### src/rtl/bnn_pkg.sv
// Shared types and widths for the binarised-network datapath.
package bnn_pkg;

    localparam int unsigned ACC_W = 11;
    localparam int unsigned ACT_W = 16;

    typedef logic signed [ACC_W-1:0] acc_t;
    typedef logic [ACT_W-1:0] act_t;

    typedef enum logic [1:0] {IDLE, PACK, DRAIN} pack_state_t;

    // 1 encodes +1, 0 encodes -1; a tie counts as +1.
    function automatic logic binarise(acc_t acc, acc_t thresh);
        return acc >= thresh;
    endfunction

endpackage

### src/rtl/act_pack_if.sv
// Stream bundle between the accumulator-chain tail, act_pack and the next activation buffer.
interface act_pack_if;
    import bnn_pkg::*;

    logic start;
    logic in_valid;
    logic in_ready;
    acc_t acc_in;
    acc_t thresh_in;
    logic out_valid;
    logic out_ready;
    act_t act_out;
    logic out_last;
    logic done;

    modport master (
        output start, in_valid, acc_in, thresh_in, out_ready,
        input  in_ready, out_valid, act_out, out_last, done
    );

    modport slave (
        input  start, in_valid, acc_in, thresh_in, out_ready,
        output in_ready, out_valid, act_out, out_last, done
    );

endinterface

### src/rtl/act_out_reg.sv
// Single-entry valid/ready output register: a load always wins over a consume.
module act_out_reg
    import bnn_pkg::*;
(
    input  logic clk,
    input  logic rst,
    input  logic load,
    input  act_t load_data,
    input  logic load_last,
    input  logic ready,
    output logic valid,
    output act_t data,
    output logic last
);

    always_ff @(posedge clk) begin
        if (rst) begin
            valid <= 1'b0;
            data  <= '0;
            last  <= 1'b0;
        end else if (load) begin
            valid <= 1'b1;
            data  <= load_data;
            last  <= load_last;
        end else if (valid && ready) begin
            valid <= 1'b0;
            data  <= '0;
            last  <= 1'b0;
        end
    end

endmodule

### src/rtl/act_pack.sv
// Binarises accumulator sums against per-neuron thresholds and packs the sign bits LSB-first
// into activation words for the next layer.
module act_pack
    import bnn_pkg::*;
#(
    parameter int unsigned NEURONS = 64
) (
    input logic clk,
    input logic rst,
    act_pack_if.slave bus
);

    localparam int unsigned NCW = $clog2(NEURONS + 1);
    localparam int unsigned BCW = $clog2(ACT_W);

    pack_state_t state_q, state_d;

    logic [NCW-1:0] neuron_cnt_q;
    logic [BCW-1:0] bit_cnt_q;
    act_t shift_q;

    logic accept;
    logic last_neuron;
    logic word_full;
    logic load;
    act_t word;
    logic out_valid;
    logic out_last;
    act_t act_out;
    logic final_hs;

    assign accept      = bus.in_valid & bus.in_ready;
    assign last_neuron = neuron_cnt_q == NCW'(NEURONS - 1);
    assign word_full   = bit_cnt_q == BCW'(ACT_W - 1);
    assign load        = accept & (word_full | last_neuron);
    assign word        = shift_q | (act_t'(binarise(bus.acc_in, bus.thresh_in)) << bit_cnt_q);
    assign final_hs    = out_valid & out_last & bus.out_ready;

    always_ff @(posedge clk) begin
        if (rst) begin
            state_q <= IDLE;
        end else begin
            state_q <= state_d;
        end
    end

    always_comb begin
        state_d = state_q;
        unique case (state_q)
            IDLE:    if (bus.start) state_d = PACK;
            PACK:    if (accept && last_neuron) state_d = DRAIN;
            DRAIN:   if (final_hs) state_d = IDLE;
            default: state_d = IDLE;
        endcase
    end

    always_comb begin
        bus.in_ready = (state_q == PACK) & (~out_valid | bus.out_ready);
        bus.done     = (state_q == DRAIN) & final_hs;
    end

    // Counters and shift contents only live inside PACK; the word that completes a pass
    // leaves them cleared, so IDLE/DRAIN simply hold them at zero.
    always_ff @(posedge clk) begin
        if (rst || state_q != PACK) begin
            shift_q      <= '0;
            bit_cnt_q    <= '0;
            neuron_cnt_q <= '0;
        end else if (accept) begin
            if (load) begin
                shift_q   <= '0;
                bit_cnt_q <= '0;
            end else begin
                shift_q   <= word;
                bit_cnt_q <= bit_cnt_q + BCW'(1);
            end
            neuron_cnt_q <= last_neuron ? '0 : neuron_cnt_q + NCW'(1);
        end
    end

    act_out_reg u_out_reg (
        .clk       (clk),
        .rst       (rst),
        .load      (load),
        .load_data (word),
        .load_last (last_neuron),
        .ready     (bus.out_ready),
        .valid     (out_valid),
        .data      (act_out),
        .last      (out_last)
    );

    assign bus.out_valid = out_valid;
    assign bus.act_out   = act_out;
    assign bus.out_last  = out_last;

endmodule
### src/flat_wrapper.sv
// flat-port wrapper written by rule: the top's interface ports become plain ports
module act_pack_flat import bnn_pkg::*;
#(
    parameter int unsigned NEURONS = 64
)
  (clk, rst, bus_start, bus_in_valid, bus_acc_in, bus_thresh_in, bus_out_ready, bus_in_ready, bus_out_valid, bus_act_out, bus_out_last, bus_done);
  act_pack_if bus_i ();
  input logic clk;
  input logic rst;
  input wire logic [$bits(bus_i.start)-1:0] bus_start;
  input wire logic [$bits(bus_i.in_valid)-1:0] bus_in_valid;
  input wire logic [$bits(bus_i.acc_in)-1:0] bus_acc_in;
  input wire logic [$bits(bus_i.thresh_in)-1:0] bus_thresh_in;
  input wire logic [$bits(bus_i.out_ready)-1:0] bus_out_ready;
  output wire logic [$bits(bus_i.in_ready)-1:0] bus_in_ready;
  output wire logic [$bits(bus_i.out_valid)-1:0] bus_out_valid;
  output wire logic [$bits(bus_i.act_out)-1:0] bus_act_out;
  output wire logic [$bits(bus_i.out_last)-1:0] bus_out_last;
  output wire logic [$bits(bus_i.done)-1:0] bus_done;
  assign bus_i.start = bus_start;
  assign bus_i.in_valid = bus_in_valid;
  assign bus_i.acc_in = bus_acc_in;
  assign bus_i.thresh_in = bus_thresh_in;
  assign bus_i.out_ready = bus_out_ready;
  assign bus_in_ready = bus_i.in_ready;
  assign bus_out_valid = bus_i.out_valid;
  assign bus_act_out = bus_i.act_out;
  assign bus_out_last = bus_i.out_last;
  assign bus_done = bus_i.done;
  act_pack #(.NEURONS(NEURONS)) u_core (.clk(clk), .rst(rst), .bus(bus_i));
endmodule
### config.mk
export PLATFORM = sky130hd
export DESIGN_NAME = act_pack_flat
export DESIGN_NICKNAME = d
export VERILOG_FILES = /design/src/rtl/bnn_pkg.sv /design/src/rtl/act_pack_if.sv /design/src/rtl/act_out_reg.sv /design/src/rtl/act_pack.sv /design/src/flat_wrapper.sv
export SDC_FILE = /design/constraint.sdc
export NUM_CORES = 1
export LEC_CHECK = 0
export CAP_MARGIN = 20
export CORE_MARGIN = 8
export CORE_UTILIZATION = 45
export DETAILED_ROUTE_END_ITERATION = 16
export PLACE_DENSITY_LB_ADDON = 0.1
export SETUP_SLACK_MARGIN = 0.4
export SLEW_MARGIN = 20
export SYNTH_ARGS = -nofsm -noshare
export SYNTH_HDL_FRONTEND = slang
export SYNTH_SLANG_ARGS = --single-unit
### constraint.sdc
create_clock -name clk -period 2.4 [get_ports clk]
set_input_delay 0.48 -clock clk [delete_from_list [all_inputs] [get_ports clk]]
set_output_delay 0.48 -clock clk [all_outputs]
set_load 0.01 [all_outputs]
==> results of run 1 <==
[placed cells by master, fill, tap and decap left out, types with 5 or more instances in the layout]
cell type	instances
a21o_1	9
a21oi_1	10
a22o_1	28
buf_4	33
buf_6	5
clkbuf_8	5
clkdlybuf4s15_1	9
clkdlybuf4s50_1	20
dfxtp_1	44
dlygate4sd2_1	16
ha_4	10
inv_1	6
inv_2	9
nand2_1	11
nand3_1	9
nor2_1	17
nor3_1	6
[cells in the mapped netlist, drive strengths merged (2+ instances only)]
| cell type | n | area, sq um |
|---|---|---|
| nor2b | 2 | 12.5 |
| clkbuf | 4 | 15.0 |
| nand4 | 3 | 18.8 |
| and3 | 3 | 18.8 |
| a21o | 9 | 67.6 |
| dfxtp | 47 | 941 |
| a31o | 4 | 35.0 |
| a22oi | 3 | 22.5 |
| o31ai | 4 | 35.0 |
| nor2 | 17 | 63.8 |
| nand3b | 2 | 15.0 |
| or3 | 2 | 17.5 |
| o21ai | 2 | 10.0 |
| o21bai | 2 | 15.0 |
| xor2 | 4 | 35.0 |
| nor3 | 7 | 40.0 |
| nand3 | 10 | 50.1 |
| nor3b | 3 | 33.8 |
| a211oi | 5 | 37.5 |
| inv | 15 | 56.3 |
| a21oi | 12 | 63.8 |
| ha | 13 | 163 |
| xnor2 | 2 | 17.5 |
| nand2 | 12 | 45.0 |
| buf | 6 | 28.8 |
| a22o | 28 | 245 |
[layer usage]
layer | GRT usage, % | vias up
met1 | 20.6 | 1005
li1 | - | 1025
met2 | 28.1 | 56
met3 | 4.30 | 11
met4 | 7.32 | 0
met5 | 0 | -
[how the worst min path moves through the flow]
| stage | startpoint | endpoint | slack [ps] | depth (start not counted) |
|---|---|---|---|---|
| 2_1_floorplan | u_core.shift_q[5]$_SDFFE_PP0P_ | u_core.shift_q[5]$_SDFFE_PP0P_ | 420 | 2 |
| 3_3_place_gp | u_core.shift_q[5]$_SDFFE_PP0P_ | u_core.shift_q[5]$_SDFFE_PP0P_ | 440 | 2 |
| 3_5_place_dp | u_core.shift_q[5]$_SDFFE_PP0P_ | u_core.shift_q[5]$_SDFFE_PP0P_ | 440 | 2 |
| 4_1_cts | u_core.shift_q[5]$_SDFFE_PP0P_ | u_core.shift_q[5]$_SDFFE_PP0P_ | 460 | 2 |
| 5_1_grt | u_core.shift_q[1]$_SDFFE_PP0P_ | u_core.shift_q[1]$_SDFFE_PP0P_ | 500 | 1 |
| 6_report | u_core.shift_q[5]$_SDFFE_PP0P_ | u_core.shift_q[5]$_SDFFE_PP0P_ | 460 | 2 |
[worst max-delay path, stage by stage]
cell and delay, ps:
dlygate4sd2_1 260, ha_4 260, nand4_1 120, a211oi_2 240, o22ai_2 130, buf_4 180, a211oi_2 210, buf_4 200
a31o_4 150
[repair_timing]
| action | 4_1_cts | 5_1_grt |
|---|---|---|
| pin swaps | 25 | 14 |
| setup buffers | 2 | 5 |
| hold buffers | 0 | 0 |
| hold endpoints to repair | 0 | 0 |
| cloned | 0 | 0 |
| gates resized for setup | 59 | 34 |
| setup endpoints to repair | 42 | 36 |
[registers in the layout (all words and copies together) (netlist names)]
signal	count
u_core.bit_cnt_q	4
u_core.u_out_reg.valid	1
u_core.u_out_reg.data	16
u_core.state_q	2
u_core.u_out_reg.last	1
u_core.neuron_cnt_q	7
u_core.shift_q	16
[power by group]
group          switching, mW  leakage, nW  internal [mW]  total (mW)
clock                  0.283       0.0587          0.316       0.598
sequential           0.00320        0.381          0.779       0.783
combinational          0.105        0.938          0.102       0.207
total                  0.391         1.38           1.20        1.59
[final cells by class]
class / instances / area (sq um) / share of cell area (%)
Inverter: 15 / 56.3 / 1.66
Sequential cell: 47 / 950 / 28.0
Clock inverter: 3 / 47.5 / 1.40
Clock buffer: 5 / 68.8 / 2.03
Tap cell: 67 / 83.8 / 2.47
Multi-Input combinational cell: 162 / 1450 / 42.7
Timing Repair Buffer: 84 / 739 / 21.8
[through the flow]
step           setup slack (ps)  area, sq um
2_1_floorplan               221         2210
3_3_place_gp               -306         2940
3_5_place_dp               -298         2950
4_1_cts                     397         3230
5_1_grt                     370         3390
6_report                    417         3390
[logic make-up after synthesis]
group | count (synthesis) | share of synthesized area (%)
flops | 47 | 42.5
compound gates | 76 | 26.9
buf+inv | 25 | 4.52
simple gates | 67 | 16.4
xor+xnor | 6 | 2.37
fa+ha+maj | 13 | 7.34
==> metrics.csv, run 1 <==
stage,metric,value,unit
critical_path,worstSetupEndpoint,u_core.u_out_reg.data[8]$_SDFFE_PP0P_,
timing,slew-limit-headroom,64.9,%
worst_hold_path,worstHoldPathType,reg2reg,
synth,yosysWarnings,0,
place,place_hpwl,4.16,mm
global_routing,grt_pass1_vias,2178,
synth,syn-cell-area,2210,sq um
run,max-cap-violations,0,
floorplan,io_pins,47,
timing,whs,464,ps
clock_network,clk_pin_slew,100,ps
pwr,fin_total_pwr,1.59,mW
synth,async_reset_ff_share,0,%
cells_and_area,fin_cells,383,
place,dp_cells,368,
global_routing,grt.total_usage,17.1,%
outcome,status,finished clean,
cells_and_area,area_growth_syn_to_layout,53.3,%
synth,synth_nets,274,
place,portBuffers,46,
pwr,peakVddDrop,0.000303,V
floorplan,placeableCoreArea,4720,sq um
critical_path,cp_data_arrival_time,2240,ps
timing,rsz0062_at_grt,true,
synth,ys.flop_type,dfxtp_1,
synth,synthCells,234,
synth,ys_seq_area_share,42.5,%
route,drt-met1-wl,2.76,mm
place,place.gp.congestion,0.854,
pwr,leakagePower,1.38,nW
route,wire_per_inst,16.2,um
timing,min_period_over_period,82.6,%
critical_path,setup.worst_path.start,bus_acc_in[7],
route,wl_met3,245,um
clock_network,htree_levels,2,
pwr,p_per_area,468,nW/um^2
critical_path,r2r_start,u_core.neuron_cnt_q[0]$_SDFFE_PP0P_,
clock_network,clock_path_buffers,2,
synth,synth_cell_types,46,
route,routed-wl-met2,3.06,mm
route,drt_pass1_iterations,4,
clock_network,cts_root_buf,clkbuf_8,
synth,syn_area_per_cell,9.46,sq um
global_routing,grt_max_degree,17,
critical_path,critical_path_peak_fanout,8,
route,drc,0,
critical_path,end_kind,register,
timing,fmax,504,MHz
floorplan,num_rows,25,
critical_path,criticalPathCategory,in2reg,
floorplan,die_y,86.2,um
clock_network,worstSkewPairLatency,310,ps
route,highest_layer,met4,
route,ant_nets,0,
timing,setup_viol,0,
floorplan,start_util,46.9,%
floorplan,dieArea,7420,sq um
cells_and_area,antenna_cells,0,
timing,fin_crit,1980,ps
route,via_per_inst,5.48,
floorplan,die_w,86.2,um
timing,tightest_slew,526,ps
critical_path,cp-start-kind,input pin,
synth,synth_edf_count,0,
global_routing,antenna_found_initial,0,
cells_and_area,layout-drive-gt1-share,30.7,%
timing,slew_violations,0,
cells_and_area,utilization,71.9,%
cells_and_area,fillers,378,
critical_path,critPathRequiredTime,2650,ps
route,drt_iter0_markers,84,
clock_network,clock_sinks,47,
route,totalWireLength,6.19,mm
timing,fin_worst_skew,11.0,ps
synth,yosys_register_bits,47,
timing,totalNegativeSetupSlack,0,ps
timing,finalHoldViolations,0,
clock_network,cts_made_buffers,5,
cells_and_area,fin_nets,355,
global_routing,grt_overflow,0,
route,dr_total_vias,2097,
critical_path,r2r_slack,440,ps
critical_path,r2r_end,u_core.u_out_reg.data[3]$_SDFFE_PP0P_,
global_routing,grt_pass1_wl,10.2,mm
clock_network,cts_tree,yes,
critical_path,r2r_cells,7,
Power figures use the tool's default switching activity.
==> run 2: changes to the inputs <==
clock period = 1.9 ns   (was 2.4 ns; I/O delays follow)
==> metrics.csv, run 2 (synthesis gave the netlist of run 1 again) <==
stage,metric,value,unit,change
outcome,status,finished clean,,
timing,fin_worst_skew,8.88,ps,-2.11 ps
cells_and_area,fin_cells,400,,+4.4%
route,totalWireLength,7.25,mm,+17%
cells_and_area,antenna_cells,0,,unchanged
critical_path,criticalPathCategory,reg2reg,,
critical_path,cp_cell_sequence,nor2b_4 -> or3b_4 -> buf_6 -> buf_8 -> nor3_4 -> buf_6 -> a22o_1 -> a31o_4,,
global_routing,grt_max_degree,17,,unchanged
pwr,leakagePower,1.67,nW,+21%
global_routing,met2_usage,33.0,%,+4.9 points
floorplan,placeableCoreArea,4720,sq um,unchanged
critical_path,end_kind,register,,
cells_and_area,fillers,281,,-26%
timing,finalHoldViolations,0,,unchanged
timing,tightest_slew,361,ps,-164 ps
route,wire_per_inst,18.1,um,+12%
pwr,fin_total_pwr,2.05,mW,+29%
global_routing,global_route.usage.met3,4.97,%,+0.67 points
clock_network,worstSkewPairLatency,310,ps,about the same
route,dr_total_vias,2218,,+5.8%
cells_and_area,fin_nets,372,,+4.8%
route,drt_iter0_markers,134,,+60%
floorplan,die_w,86.2,um,unchanged
clock_network,htree_levels,2,,unchanged
pwr,clkPwrFrac,35.2,%,-2.5 points
worst_hold_path,worstHoldPathType,reg2reg,,
run,max-cap-violations,0,,unchanged
floorplan,dieArea,7420,sq um,unchanged
cells_and_area,layout-drive-gt1-share,51.7,%,+21 points
place,place_hpwl,4.60,mm,+11%
timing,setup_viol,0,,unchanged
timing,min_period_over_period,98.1,%,
floorplan,start_util,46.9,%,unchanged
place,dp_cells,376,,+2.2%
critical_path,crit_top_cell,buf_6,,
global_routing,busiest_layer,met2,,
route,drc,0,,unchanged
pwr,netSwitchingFraction,26.4,%,+1.8 points
pwr,p_comb_share,16.7,%,+3.7 points
clock_network,hold_buffers,0,,unchanged
clock_network,clock_path_buffers,2,,unchanged
global_routing,grtUsageMet1,22.8,%,+2.2 points
timing,fmax,537,MHz,
pwr,seq_power_share,48.1,%,-1.2 points
route,ant_nets,0,,unchanged
global_routing,grt_pass1_wl,11.5,mm,+12%
pwr,p_int,1.51,mW,+26%
cells_and_area,area_growth_syn_to_layout,72.4,%,
place,portBuffers,46,,unchanged
timing,slew-limit-headroom,75.8,%,+11 points
timing,fin_crit,1860,ps,
critical_path,cpPeakStageDelay,420,ps,+160 ps
critical_path,cp-start-kind,register,,
critical_path,critical_path_peak_fanout,6,,-2
timing,totalNegativeSetupSlack,0,ps,unchanged
pwr,p_sw,542,uW,+39%
clock_network,clock_sinks,47,,unchanged
clock_network,cts_root_buf,clkbuf_8,,
global_routing,grt.total_usage,19.4,%,+2.2 points
floorplan,num_rows,25,,unchanged
route,drt_pass1_iterations,4,,unchanged
timing,rsz0062_at_grt,true,,
critical_path,cp_data_arrival_time,2120,ps,-120 ps
pwr,p_per_area,538,nW/um^2,+15%
global_routing,grt_pass1_vias,2269,,+4.2%
cells_and_area,layout_common_cells,"42 x dfxtp_1, 36 x buf_4, 28 x a22o_1",,
clock_network,cts_tree,yes,,
cells_and_area,final_common_cell,dfxtp_1,,
clock_network,clk_pin_slew,100,ps,about the same
critical_path,cp_slowest_cell,or3b_4,,
place,place.gp.congestion,0.860,,+0.68%
global_routing,antenna_found_initial,0,,unchanged
critical_path,critPathRequiredTime,2160,ps,-490 ps
route,via_per_inst,5.55,,+1.3%
pwr,peakVddDrop,0.000388,V,+28%
timing,slew_violations,0,,unchanged
floorplan,die_y,86.2,um,unchanged
critical_path,crit_buf_inv,3,,unchanged
cells_and_area,top_regs,"u_core.shift_q (16), u_core.u_out_reg.data (16), u_core.neuron_cnt_q (7)",,
critical_path,cp_top_family,simple AND/OR/NAND/NOR gates,,
clock_network,cts_made_buffers,5,,unchanged
floorplan,io_pins,47,,unchanged
global_routing,grt_overflow,0,,unchanged
## run 2: cell count changes in the layout (fill, tap and decap cells not counted), sizes merged
cell	previous run	this run
buf	38	74
dlygate4sd2	16	19
clkdlybuf4s15	9	4
bufinv	1	0
clkdlybuf4s50	20	2
clkbuf	6	8
## run 2: cell type report
type / count / area [sq um] / area share (%)
inverters: 15 / 71.3 / 1.87
multi-input cells: 162 / 1680 / 44.0
repair buffers: 101 / 920 / 24.1
clock inverters: 2 / 17.5 / 0.459
flip-flops and latches: 47 / 952 / 24.9
well taps: 67 / 83.8 / 2.20
clock buffers: 6 / 93.8 / 2.46
## run 2: what timing repair did
item / in CTS / in global routing
endpoints found under the setup margin: 67 / 48
cloned: 3 / 1
resized for setup: 159 / 40
endpoints found under the hold margin: 0 / 0
pin swaps: 37 / 29
setup buffers: 6 / 6
## run 2: routing by layer
layer  vias up  wire length [um]
met2        76              3610
met5         -                 0
met1      1068              3010
met3        12               504
li1       1062                 -
met4         0               122
## run 2: final timing paths
kind,from,endpoint,slack (ps),cells past startpoint
min,u_core.shift_q[5]$_SDFFE_PP0P_,u_core.u_out_reg.data[5]$_SDFFE_PP0P_,490,2
min reg2reg,u_core.shift_q[5]$_SDFFE_PP0P_,u_core.u_out_reg.data[5]$_SDFFE_PP0P_,490,2
max reg2reg,u_core.u_out_reg.valid$_SDFFE_PP0P_,u_core.u_out_reg.data[12]$_SDFFE_PP0P_,40,8
max,u_core.u_out_reg.valid$_SDFFE_PP0P_,u_core.u_out_reg.data[12]$_SDFFE_PP0P_,40,8
## run 2: worst reg2reg max path: stages (launching register included)
cell and delay, ps:
dfxtp_4 350, nor2b_4 120, or3b_4 420, buf_6 130, buf_8 120, nor3_4 250
buf_6 160, a22o_1 160, a31o_4 100
## run 2: power by group through the flow
stage,sequential [mW],clock (mW),combinational [mW]
CTS,0.987,0.729,0.304
global placement,1.01,0,0.258
finish,0.988,0.722,0.343
global route,0.988,0.768,0.369
floorplan,1.01,0,0.135
detailed placement,1.01,0,0.262
## run 2: per-stage QoR
stage                     hold slack, ps  utilization [%]  instance area (sq um)  worst slack [ps]
after detailed placement             442             69.4                   3280              -585
after CTS                            469             76.3                   3600              76.6
after global routing                 506             80.8                   3820             -20.7
after global placement               435             69.4                   3280              -539
after floorplan                      421                -                   2500               126
final                                492             80.8                   3820              36.2
